$ cat config.mk
export PLATFORM = sky130hd
export DESIGN_NAME = irq_priority_encoder
export DESIGN_NICKNAME = d
export VERILOG_FILES = /design/src/rtl/irq_pkg.sv /design/src/rtl/priority_encoder_8to3.sv /design/src/rtl/irq_priority_encoder.sv
export SDC_FILE = /design/constraint.sdc
export NUM_CORES = 1
export LEC_CHECK = 0
export CORE_ASPECT_RATIO = 0.75
export CORE_MARGIN = 3
export CORE_UTILIZATION = 40
export DETAILED_ROUTE_END_ITERATION = 7
export GPL_TIMING_DRIVEN = 0
export PLACE_DENSITY = 0.79
export SYNTH_ARGS = -nofsm -noshare
export SYNTH_HDL_FRONTEND = slang
export SYNTH_SLANG_ARGS = --single-unit
$ cat constraint.sdc
create_clock -name clk -period 2.45 [get_ports clk]
set_clock_uncertainty 0.15 [all_clocks]
set_input_delay 0.245 -clock clk [delete_from_list [all_inputs] [get_ports clk]]
set_output_delay 0.245 -clock clk [all_outputs]
set_load 0.02 [all_outputs]
$ cat src/rtl/irq_pkg.sv
// rtl/irq_pkg.sv - shared constants, FSM state type and ID helper for the interrupt encoder
// Contents:
//   N_IRQ, IRQ_ID_W : source count and ID width
//   irq_state_e     : presentation FSM states
//   id_onehot()     : binary source ID to one-hot source vector
package irq_pkg;

    localparam int N_IRQ    = 8;
    localparam int IRQ_ID_W = 3;

    typedef enum logic [0:0] {
        IRQ_IDLE    = 1'b0,
        IRQ_PRESENT = 1'b1
    } irq_state_e;

    function automatic logic [N_IRQ-1:0] id_onehot(input logic [IRQ_ID_W-1:0] id);
        return N_IRQ'(1) << id;
    endfunction

endpackage

$ cat src/rtl/priority_encoder_8to3.sv
// rtl/priority_encoder_8to3.sv - combinational 8-to-3 encoder, highest set bit wins
// Ports:
//   vec_i : input vector, bit 7 highest priority
//   any_o : at least one bit of vec_i is set
//   idx_o : index of the highest set bit (0 when vec_i is zero)
module priority_encoder_8to3
    import irq_pkg::*;
(
    input  logic [N_IRQ-1:0]    vec_i,
    output logic                any_o,
    output logic [IRQ_ID_W-1:0] idx_o
);

    // Ascending scan: later (higher) indices overwrite earlier ones.
    always_comb begin
        idx_o = '0;
        for (int i = 0; i < N_IRQ; i++) begin
            if (vec_i[i]) begin
                idx_o = IRQ_ID_W'(i);
            end
        end
        any_o = |vec_i;
    end

endmodule

$ cat src/rtl/irq_priority_encoder.sv
// rtl/irq_priority_encoder.sv - interrupt request capture, masking and priority presentation
// Ports:
//   clk, rst             : clock, asynchronous active-high reset
//   req                  : request lines, bit 7 highest priority
//   mask_we, mask_wdata  : mask register write (1 = source masked)
//   ack                  : consumer accepts the presented ID
//   irq_valid, irq_id    : presented interrupt source
//   pending, mask        : current pending and mask registers
module irq_priority_encoder
    import irq_pkg::*;
#(
    parameter bit EDGE = 1'b1
) (
    input  logic                clk,
    input  logic                rst,
    input  logic [N_IRQ-1:0]    req,
    input  logic                mask_we,
    input  logic [N_IRQ-1:0]    mask_wdata,
    input  logic                ack,
    output logic                irq_valid,
    output logic [IRQ_ID_W-1:0] irq_id,
    output logic [N_IRQ-1:0]    pending,
    output logic [N_IRQ-1:0]    mask
);

    logic [N_IRQ-1:0]    req_q;
    logic [N_IRQ-1:0]    pending_q;
    logic [N_IRQ-1:0]    pending_d;
    logic [N_IRQ-1:0]    mask_q;
    logic [N_IRQ-1:0]    mask_d;
    logic [N_IRQ-1:0]    cap;
    logic [N_IRQ-1:0]    clr;
    logic [N_IRQ-1:0]    eligible;
    logic                enc_any;
    logic [IRQ_ID_W-1:0] enc_idx;
    irq_state_e          state_q;
    logic                irq_valid_q;
    logic [IRQ_ID_W-1:0] irq_id_q;

    always_comb begin
        // req_q is zero out of reset, so a line already high at release
        // is seen as a rising edge on the first clock.
        cap = EDGE ? (req & ~req_q) : req;
        clr = '0;
        if (ack && irq_valid_q) begin
            clr = id_onehot(irq_id_q);
        end
        // Capture is OR-ed after the clear so a fresh event on the
        // acknowledged source is never dropped.
        pending_d = (pending_q & ~clr) | cap;
        mask_d    = mask_we ? mask_wdata : mask_q;
        // Selection uses registered pending/mask only, keeping the
        // request-to-presentation path fully registered.
        eligible  = pending_q & ~mask_q;
    end

    priority_encoder_8to3 u_enc (
        .vec_i (eligible),
        .any_o (enc_any),
        .idx_o (enc_idx)
    );

    always_ff @(posedge clk or posedge rst) begin
        if (rst) begin
            req_q     <= '0;
            pending_q <= '0;
            mask_q    <= '0;
        end else begin
            req_q     <= req;
            pending_q <= pending_d;
            mask_q    <= mask_d;
        end
    end

    // Once presented, the ID is held until acknowledged; a later
    // higher-priority request or masking of the source does not withdraw it.
    always_ff @(posedge clk or posedge rst) begin
        if (rst) begin
            state_q     <= IRQ_IDLE;
            irq_valid_q <= 1'b0;
            irq_id_q    <= '0;
        end else begin
            case (state_q)
                IRQ_IDLE: begin
                    if (enc_any) begin
                        irq_id_q    <= enc_idx;
                        irq_valid_q <= 1'b1;
                        state_q     <= IRQ_PRESENT;
                    end
                end
                IRQ_PRESENT: begin
                    if (ack) begin
                        irq_valid_q <= 1'b0;
                        state_q     <= IRQ_IDLE;
                    end
                end
            endcase
        end
    end

    assign irq_valid = irq_valid_q;
    assign irq_id    = irq_id_q;
    assign pending   = pending_q;
    assign mask      = mask_q;

endmodule

## After elaboration in Yosys (flattened, before gate mapping)

Cells that the tools add are included.

- Eq/ne operators: 2
- Shift-type cells: 1
- Multiplexer cells: 14
- Bitwise gates (word level): 8
- Reductions and logical operators: 4

Operators with widths:

| cell | number |
|---|---|
| 8-bit bitwise AND | 3 |
| 8-bit NOT | 3 |
| 3-bit two-way mux | 4 |
| 8-bit two-way mux | 1 |
| 8-bit bitwise OR | 1 |
| 8-bit OR reduction | 1 |
| 1-bit by 3-bit << shifter with 8-bit output (first input constant) | 1 |
| 1-bit two-way mux | 5 |
| 2-bit two-way mux | 2 |
| 2-bit inequality test (second input constant) | 2 |
| 1-bit one-hot mux with 2 select lines | 2 |
| 2-bit AND reduction | 2 |
| 1-bit logical AND | 1 |
| 1-bit NOT | 1 |

- Register bits: 29
- Input bits: 20
- Output and inout bits: 20
- Logic and storage cells: 35

## Depth between registers and ports, before layout

Gate-level depths: netlist (run 1).

- Depth after elaboration: 9
- Depth in mapped cells: 4
- Mapped depth without buffers: 4

## Modules after synthesis

From an unflattened synthesis (run 1), not the netlist that was laid out.

- Cells, all modules: 96
- Area total of the unflattened synthesis: 1153.6 um2

Modules (own cells, without submodules):

| module | times used | cells an instance | area an instance (um2) |
|---|---|---|---|
| irq_priority_encoder | 1 | 84 | 1087.3 |
| priority_encoder_8to3 | 1 | 12 | 66.3 |

## Least setup slack after synthesis (run 1)

OpenSTA, ideal clock, no wires.

- Path kind: register -> register
- Start: register pending_q[3], in the netlist pending[3]
- End: register irq_id_q[0], in the netlist irq_id[0]
- Arrival time: 1375 ps
- Setup slack: 798 ps
- Cell stages (with the launch flop): 5
- Clock period less this slack: 1652 ps
- Path through: dfrtp_1 nor2b_4 a2111oi_4 a21oi_2 mux2_1

- Word-level cells in the longest chain between the ends: 6

RTL lines:

| item | RTL line | RTL |
|---|---|---|
| from (decl) | irq_priority_encoder.sv:27 | `logic [N_IRQ-1:0] pending_q;` |
| from (signal assigned) | irq_priority_encoder.sv:70 | `pending_q <= pending_d;` |
| 8-bit bitwise AND (*) | irq_priority_encoder.sv:54 | `eligible = pending_q & ~mask_q;` |
| 2-bit two-way mux | priority_encoder_8to3.sv:18 | `if (vec_i[i]) begin` |
| 3-bit two-way mux (4 in a row) | priority_encoder_8to3.sv:18 |  |
| to (signal assigned) | irq_priority_encoder.sv:86 | `irq_id_q <= enc_idx;` |
| to (decl) | irq_priority_encoder.sv:38 | `logic [IRQ_ID_W-1:0] irq_id_q;` |

Mark *: on every way between the ends. The rest lies on a longest branch, timed or not.
A chain may end at the register's enable or synchronous reset.

## Final worst setup path (run 1)

- Start: register irq_id_q[1], in the netlist irq_id[1]
- End: output irq_id[1]

RTL lines:

| item | RTL line | RTL |
|---|---|---|
| to (decl) | irq_priority_encoder.sv:21 | `output logic [IRQ_ID_W-1:0] irq_id,` |

No word-level cell between the ends.

==> summary.txt, run 1 <==
Pwr
  • Share of total power in the clock network: 0.226
  • Combinational share of power: 0.361
  • Share of power burned in registers: 0.413
  • Leakage: 0.710 nW
  • Net load switching power: 0.569 mW
  • Switching power as a share of total power: 0.337
  • Internal power consumption: ~1.1 mW
  • Worst voltage drop across the vdd grid: approximately 0.46 mV
  • Power density relative to cell area: 999 nW/um^2

Drt
  • Uppermost layer routed: met3
  • Number of vias in the routed layout: 870
  • Post-detailed-route via-to-cell ratio: 4.92
  • Detailed-routed wire length on met3: 211 um
  • Total length of routed met2 wires: 1260 um
  • M1 WL: 1090 um
  • Final WL: 2560 um
  • Average wire per cell in the routed design: about 14 um
  • Detailed-router iteration count before antenna repair: 4
  • DRC viols: 0
  • Detailed router's first-iteration violation count: 38
  • ANT nets after route: 0

Global routing
  • Via count of the first global-routing pass: between 900 and 1000
  • Pin count of the biggest net entering global routing: 30
  • Total GRT Usage: 0.172
  • Global-route wire length before repair: 4370 um
  • Remaining Overflow, GRT: 0
  • Number of antenna violations at the first check in global routing: 0

Yosys
  • Syn_area_per_cell: approximately 12 sq um
  • Synthesis warning total: 0
  • Cell taking the most area after synthesis: dfrtp_1
  • Instance count of the mapped netlist: 96
  • Share of the synthesized area in the top cell type: 0.617
  • Synthesized net count: 116
  • Sequential cell area fraction in the yosys report: 0.617
  • FF+latch count, synth: 29
  • Mapped Area: 1180 sq um
  • Top post-synthesis cells by area: dfrtp_1, o21ai_0, mux2_2
  • Number of unique standard cell types used by synthesis: 19

Finish
  • Area occupied by registers: about 730 sq um
  • Area occupied by multi-input gates: roughly 400 sq um
  • Layout fillers: ~220
  • Fraction of the core area covered by cells at the end of the flow: 0.625
  • Area Growth Syn to Fin: 43.5%
  • Layout Nets: 161
  • Diode insertion count for antenna repair: 0
  • Layout cells sized above 1: 0.128
  • Filler-free cell count of the finished design: 177

Critical path
  • Count of cells along the worst register-to-register path: 4
  • Critical path's largest stage delay: 0.66 ns
  • Setup slack of the most critical reg-to-reg path: 0.76 ns
  • Launching point of the worst reg2reg path: pending[4]
  • CP Cell Sequence: clkdlybuf4s50_1
  • Cell type of the slowest stage on the worst timing path: clkdlybuf4s50_1
  • Data arrival at the endpoint of the critical path: 1.41 ns
  • Critical path class: register to output port
  • CP Max Fanout: 7
  • CP Launch Type: register
  • Required arrival time at the worst endpoint: 2.06 ns
  • End of the worst register-to-register path: irq_id[0]
  • Critical path capture point type: output port
  • CP top delay family: buffers and inverters
  • Cell depth of the worst setup path: 1
  • Buffer and inverter count on the worst path: 1

Placed design
  • Number of placed instances, taps included: 170
  • Total of buffers placed on input and output ports: 38
  • RePlAce Congestion: between 0.7 and 0.8
  • Placed wire-length estimate after detailed placement: 1940 um

Worst hold path
  • Cell depth of the worst hold path: 1
  • Worst Hold End: pending[7]
  • Startpoint of the most critical hold path: req_q[7]
  • Worst Hold Class: register to register

Clock tree
  • Hold bufs inserted after CTS: 0
  • CTS max path bufs: 2
  • Clock Root Buffer: clkbuf_8
  • Insertion delay of the later-clocked pin in the worst-skew pair: around 0.27 ns
  • TritonCTS buffer count: 5
  • Post-CTS setup buffer count: 0
  • CTS tree: built
  • CTS resizes: 0
  • H-tree depth: 2
  • Number of clock sinks: 29
  • Post-CTS clock slew at the launch and capture registers of the worst setup and hold paths: 0.06 ns

Floorplan
  • Core Region: 2700 sq um
  • Full die area: 3630 sq um
  • Width of the die: 68.6 um
  • Chip Height: 53.0 um
  • Starting utilization of the core area: 0.435
  • Top-level I/O count: 40
  • Number of core rows: 16

Timing
  • Worst rel slew slack: 0.293
  • Count of endpoints failing hold in the final timing report: 0
  • Final setup viols: 0
  • Slew Viols, Final: 0
  • Min Clock Period, post-route: roughly 1.8 ns
  • Ratio of final minimum period to clock period: 0.736
  • Setup repair after global routing missed its margin: no
  • Sum of negative setup slack: 0 ns
  • Transition at the pin with the smallest max-transition slack: 1.06 ns
  • Top achievable clock speed: 0.554 GHz

Outcome
  • Result of the run: complete, no violations

Flow run
  • Max-Cap Viols: 0
## power by group through the flow
stage          Combinational [mW]  Clock (mW)  Sequential (mW)
2_1_floorplan               0.235           0            0.792
3_3_place_gp                0.605           0            0.695
3_5_place_dp                0.614           0            0.707
4_1_cts                     0.616       0.395            0.699
5_1_grt                     0.671       0.417            0.719
6_report                    0.609       0.381            0.697
## logic make-up after synthesis
| kind of cell | synth area share |
|---|---|
| muxes | 0.0862 |
| buffers and inverters | 0.0383 |
| and+or+nand+nor | 0.109 |
| DFF | 0.617 |
| AOI/OAI and AO/OA | 0.150 |
## sequential cells by signal, summed over array words and instances, names as in the netlist
signal,cells
req_q,8
state_q,1
irq_id,3
pending,8
mask,8
irq_valid,1
## synthesized netlist by cell type
library cell,count
clkbuf_1,1
nor4_2,1
nand2_1,3
nand3_1,1
nand2b_1,4
dfrtp_1,29
a21oi_2,1
nor2b_1,5
mux2_1,2
a21o_1,2
inv_1,11
nor2b_4,2
o31ai_1,4
nor2_1,2
nand3b_1,1
mux2_2,7
a2111oi_4,1
o21ai_0,17
a21oi_1,2
## metal layers
metal | vias up | track usage
met5 | - | 0
li1 | 415 | -
met2 | 31 | 0.279
met4 | 0 | 0.0495
met3 | 0 | 0.0764
met1 | 424 | 0.204
## through the flow
step / hold slack [ns] / power, mW / setup slack, ns / instance area (sq um)
2_1_floorplan: 0.126 / 1.03 / 0.798 / 1180
3_5_place_dp: 0.270 / 1.32 / 0.725 / 1600
6_report: 0.273 / 1.69 / 0.646 / 1690
5_1_grt: 0.285 / 1.81 / 0.585 / 1690
4_1_cts: 0.277 / 1.71 / 0.633 / 1690
3_3_place_gp: 0.252 / 1.30 / 0.783 / 1600
## cells in the final DEF, fill, tap and decap left out, types with 3 or more instances in the layout
| cell | count |
|---|---|
| clkbuf_8 | 6 |
| clkdlybuf4s50_1 | 38 |
| dfrtp_1 | 29 |
| inv_1 | 11 |
| mux2_2 | 7 |
| nand2_1 | 3 |
| nand2b_1 | 4 |
| nor2b_1 | 5 |
| o21ai_0 | 17 |
| o31ai_1 | 4 |
## worst max-delay path by stage
| stage | from | end | slack [ns] |
|---|---|---|---|
| after floorplan | pending[3] | irq_id[0] | 0.80 |
| after global placement | rst | pending[3] | 0.78 |
| after detailed placement | rst | pending[7] | 0.72 |
| after CTS | irq_id[1] | irq_id[1] | 0.63 |
| after global routing | irq_id[0] | irq_id[0] | 0.58 |
| final | irq_id[1] | irq_id[1] | 0.65 |
## area by class of cell
cell class / instances / share of cell area
buffer: 1 / 0.00222
timing repair buffer: 38 / 0.225
inverter: 11 / 0.0245
tap: 36 / 0.0267
sequential: 29 / 0.430
multi-input combinational: 55 / 0.240
clock buffer: 7 / 0.0511
Note: power is estimated with default switching activity, not from simulation.
==> run 2, diff against run 1 <==
--- a/config.mk
+++ b/config.mk
@@ -10,7 +10,7 @@
 export CORE_UTILIZATION = 40
 export DETAILED_ROUTE_END_ITERATION = 7
 export GPL_TIMING_DRIVEN = 0
-export PLACE_DENSITY = 0.79
+export PLACE_DENSITY = 0.82
 export SYNTH_ARGS = -nofsm -noshare
 export SYNTH_HDL_FRONTEND = slang
 export SYNTH_SLANG_ARGS = --single-unit
==> constraint.sdc (replaced) <==
create_clock -name clk -period 1.55 [get_ports clk]
set_clock_uncertainty 0.15 [all_clocks]
set_input_delay 0.155 -clock clk [delete_from_list [all_inputs] [get_ports clk]]
set_output_delay 0.155 -clock clk [all_outputs]
set_load 0.02 [all_outputs]
==> run 2 against run 1 <==
  * The run now ends with setup timing left
  * Combinational power is 69% higher
  * Register-to-register slack worse by 0.87 ns
  * Sequential share of layout area is 1.3 points lower
  * Via count grew 2.8%
  * Wire length increased by 6.5%
  * Critical endpoint is now irq_id[1]
==> summary.txt, run 2 (synthesized netlist as in run 1, its figures left out) <==
Pwr
  • Leakage: 0.782 nW
  • Worst voltage drop across the vdd grid: 0.821 mV
  • Tot Pwr: 2.73 mW
  • Power density relative to cell area: 1560 nW/um^2

Clock tree
  • Clock Root Buffer: clkbuf_8
  • Insertion delay of the later-clocked pin in the worst-skew pair: 0.27 ns
  • Hold bufs inserted after CTS: 0
  • CTS max path bufs: 2
  • Number of clock sinks: 29
  • Post-CTS clock slew at the launch and capture registers of the worst setup and hold paths: approximately 0.060 ns
  • H-tree depth: 2
  • CTS tree: built
  • TritonCTS buffer count: 5

Critical path
  • Data arrival at the endpoint of the critical path: between 1.5 and 2 ns
  • Worst setup path startpoint: pending[5]
  • Required arrival time at the worst endpoint: between 1.5 and 2 ns
  • CP Launch Type: register
  • Critical path class: register to register
  • Critical path capture point type: register
  • CP Max Fanout: 4
  • Critical path's largest stage delay: 0.39 ns
  • CP Cell Sequence: nor2b_4 -> nor4_2 -> buf_4 -> a21oi_4 -> mux2_4
  • Count of cells along the worst register-to-register path: 5
  • Cell type of the slowest stage on the worst timing path: dfrtp_1
  • Setup slack of the most critical reg-to-reg path: -0.11 ns
  • End of the worst register-to-register path: irq_id[1]
  • Launching point of the worst reg2reg path: pending[5]

Floorplan
  • Width of the die: between 60 and 70 um
  • Chip Height: 53.0 um
  • Number of core rows: 16
  • Core Region: 2700 sq um
  • Top-level I/O count: 40
  • Full die area: 3630 sq um
  • Starting utilization of the core area: 0.435

Global routing
  • Pin count of the biggest net entering global routing: 30
  • Global-route wire length before repair: 4360 um
  • Number of antenna violations at the first check in global routing: 0
  • Total GRT Usage: 0.173
  • Via count of the first global-routing pass: approximately 900
  • Remaining Overflow, GRT: 0

Worst hold path
  • Cell depth of the worst hold path: 3
  • Startpoint of the most critical hold path: mask_we
  • Worst Hold Class: primary input to register
  • Worst Hold End: mask[0]

Timing
  • Slew Viols, Final: 0
  • Ratio of final minimum period to clock period: 1.07
  • Setup repair after global routing missed its margin: yes
  • Sum of negative setup slack: -0.286 ns
  • Crit path setup slack, layout: -0.108 ns
  • Worst rel slew slack: 0.300
  • Post-Route Hold Slack: 0.202 ns
  • Final setup viols: 3
  • Transition at the pin with the smallest max-transition slack: 1.05 ns
  • Min Clock Period, post-route: 1.66 ns
  • Count of endpoints failing hold in the final timing report: 0
  • Top achievable clock speed: 0.603 GHz

Drt
  • ANT nets after route: 0
  • Detailed-router iteration count before antenna repair: 4
  • Post-detailed-route via-to-cell ratio: 4.86
  • Final WL: 2720 um
  • Detailed router's first-iteration violation count: 63
  • Number of vias in the routed layout: between 800 and 900
  • DRC viols: 0
  • Average wire per cell in the routed design: 14.8 um

Finish
  • Fraction of the core area covered by cells at the end of the flow: 0.648
  • Layout Nets: 167
  • Layout cells sized above 1: 0.223
  • Layout fillers: between 200 and 250
  • Most frequent standard cell in the layout excluding fill and tap cells: dfrtp_1
  • Filler-free cell count of the finished design: 184
  • Diode insertion count for antenna repair: 0
  • Area Growth Syn to Fin: 48.8%
  • Most frequent cells in the layout: dfrtp_1, dlygate4sd2_1, clkdlybuf4s50_1

Outcome
  • Violated checks: setup timing
  • Result of the run: finished, violations left

Flow run
  • Max-Cap Viols: 0

Placed design
  • RePlAce Congestion: a little over 0.8
  • Number of placed instances, taps included: 170
  • Placed wire-length estimate after detailed placement: between 1500 and 2000 um
  • Total of buffers placed on input and output ports: 38
-- run 2: cell types whose count changed in the layout (fill, tap and decap cells not counted), moves of 2 or more --
| cell | delta |
|---|---|
| clkbuf_1 | +2 |
| dfrtp_2 | +4 |
| clkdlybuf4s50_1 | -20 |
| nor2b_4 | +3 |
| mux2_4 | +2 |
| dlygate4sd2_1 | +19 |
| buf_4 | +6 |
| mux2_1 | -2 |
| nor2b_1 | -4 |
| dfrtp_1 | -4 |
-- run 2: through the flow --
| step | worst slack (ns) | instance area, sq um |
|---|---|---|
| finish | -0.108 | 1750 |
| global route | -0.139 | 1750 |
| CTS | -0.116 | 1690 |
| detailed placement | -0.193 | 1610 |
| global placement | -0.106 | 1610 |
| floorplan | -0.0836 | 1190 |
-- run 2: area by class of cell --
cell class	instances	area, sq um	area share
Multi-Input combinational cell	55	445	0.254
Buffer	1	3.75	0.00214
Timing Repair Buffer	44	404	0.231
Sequential cell	29	731	0.417
Inverter	11	41.3	0.0236
Clock buffer	8	80.1	0.0457
Tap cell	36	45.0	0.0257
-- run 2: what timing repair did --
action                     CTS  global route
setup buffers                1             5
setup endpoints to repair   23             5
pin swaps                    2             2
gates cloned                 0             0
resized for setup           22             6
-- run 2: worst max path at each step --
stage                       endpoint  slack [ns]  cells after the start
after floorplan            irq_id[0]       -0.08                      4
after global placement    pending[1]       -0.11                      2
after detailed placement   irq_id[0]       -0.19                      4
after CTS                  irq_id[0]       -0.12                      5
after global routing       irq_id[1]       -0.14                      4
final                      irq_id[1]       -0.11                      5
-- run 2: metal layers --
metal | up-vias | routed length [um] | track usage
met5 | - | 0 | 0
met4 | 0 | 19 | 0.0396
met3 | 4 | 223 | 0.0998
met2 | 34 | 1280 | 0.254
met1 | 430 | 1200 | 0.219
li1 | 426 | - | -
-- run 2: where the power goes --
part	internal, mW	switching, mW
Combinational	0.513	0.521
Clock	0.318	0.257
Sequential	0.934	0.185
Total	1.77	0.963
-- run 2: worst max-delay path: cells and delay by family, from the launching register on --
family / cells / cell delay [ns]
and+or+nand+nor: 2 / 0.44
DFF: 1 / 0.39
muxes: 1 / 0.31
buffers and inverters: 1 / 0.18
AOI/OAI and AO/OA: 1 / 0.07
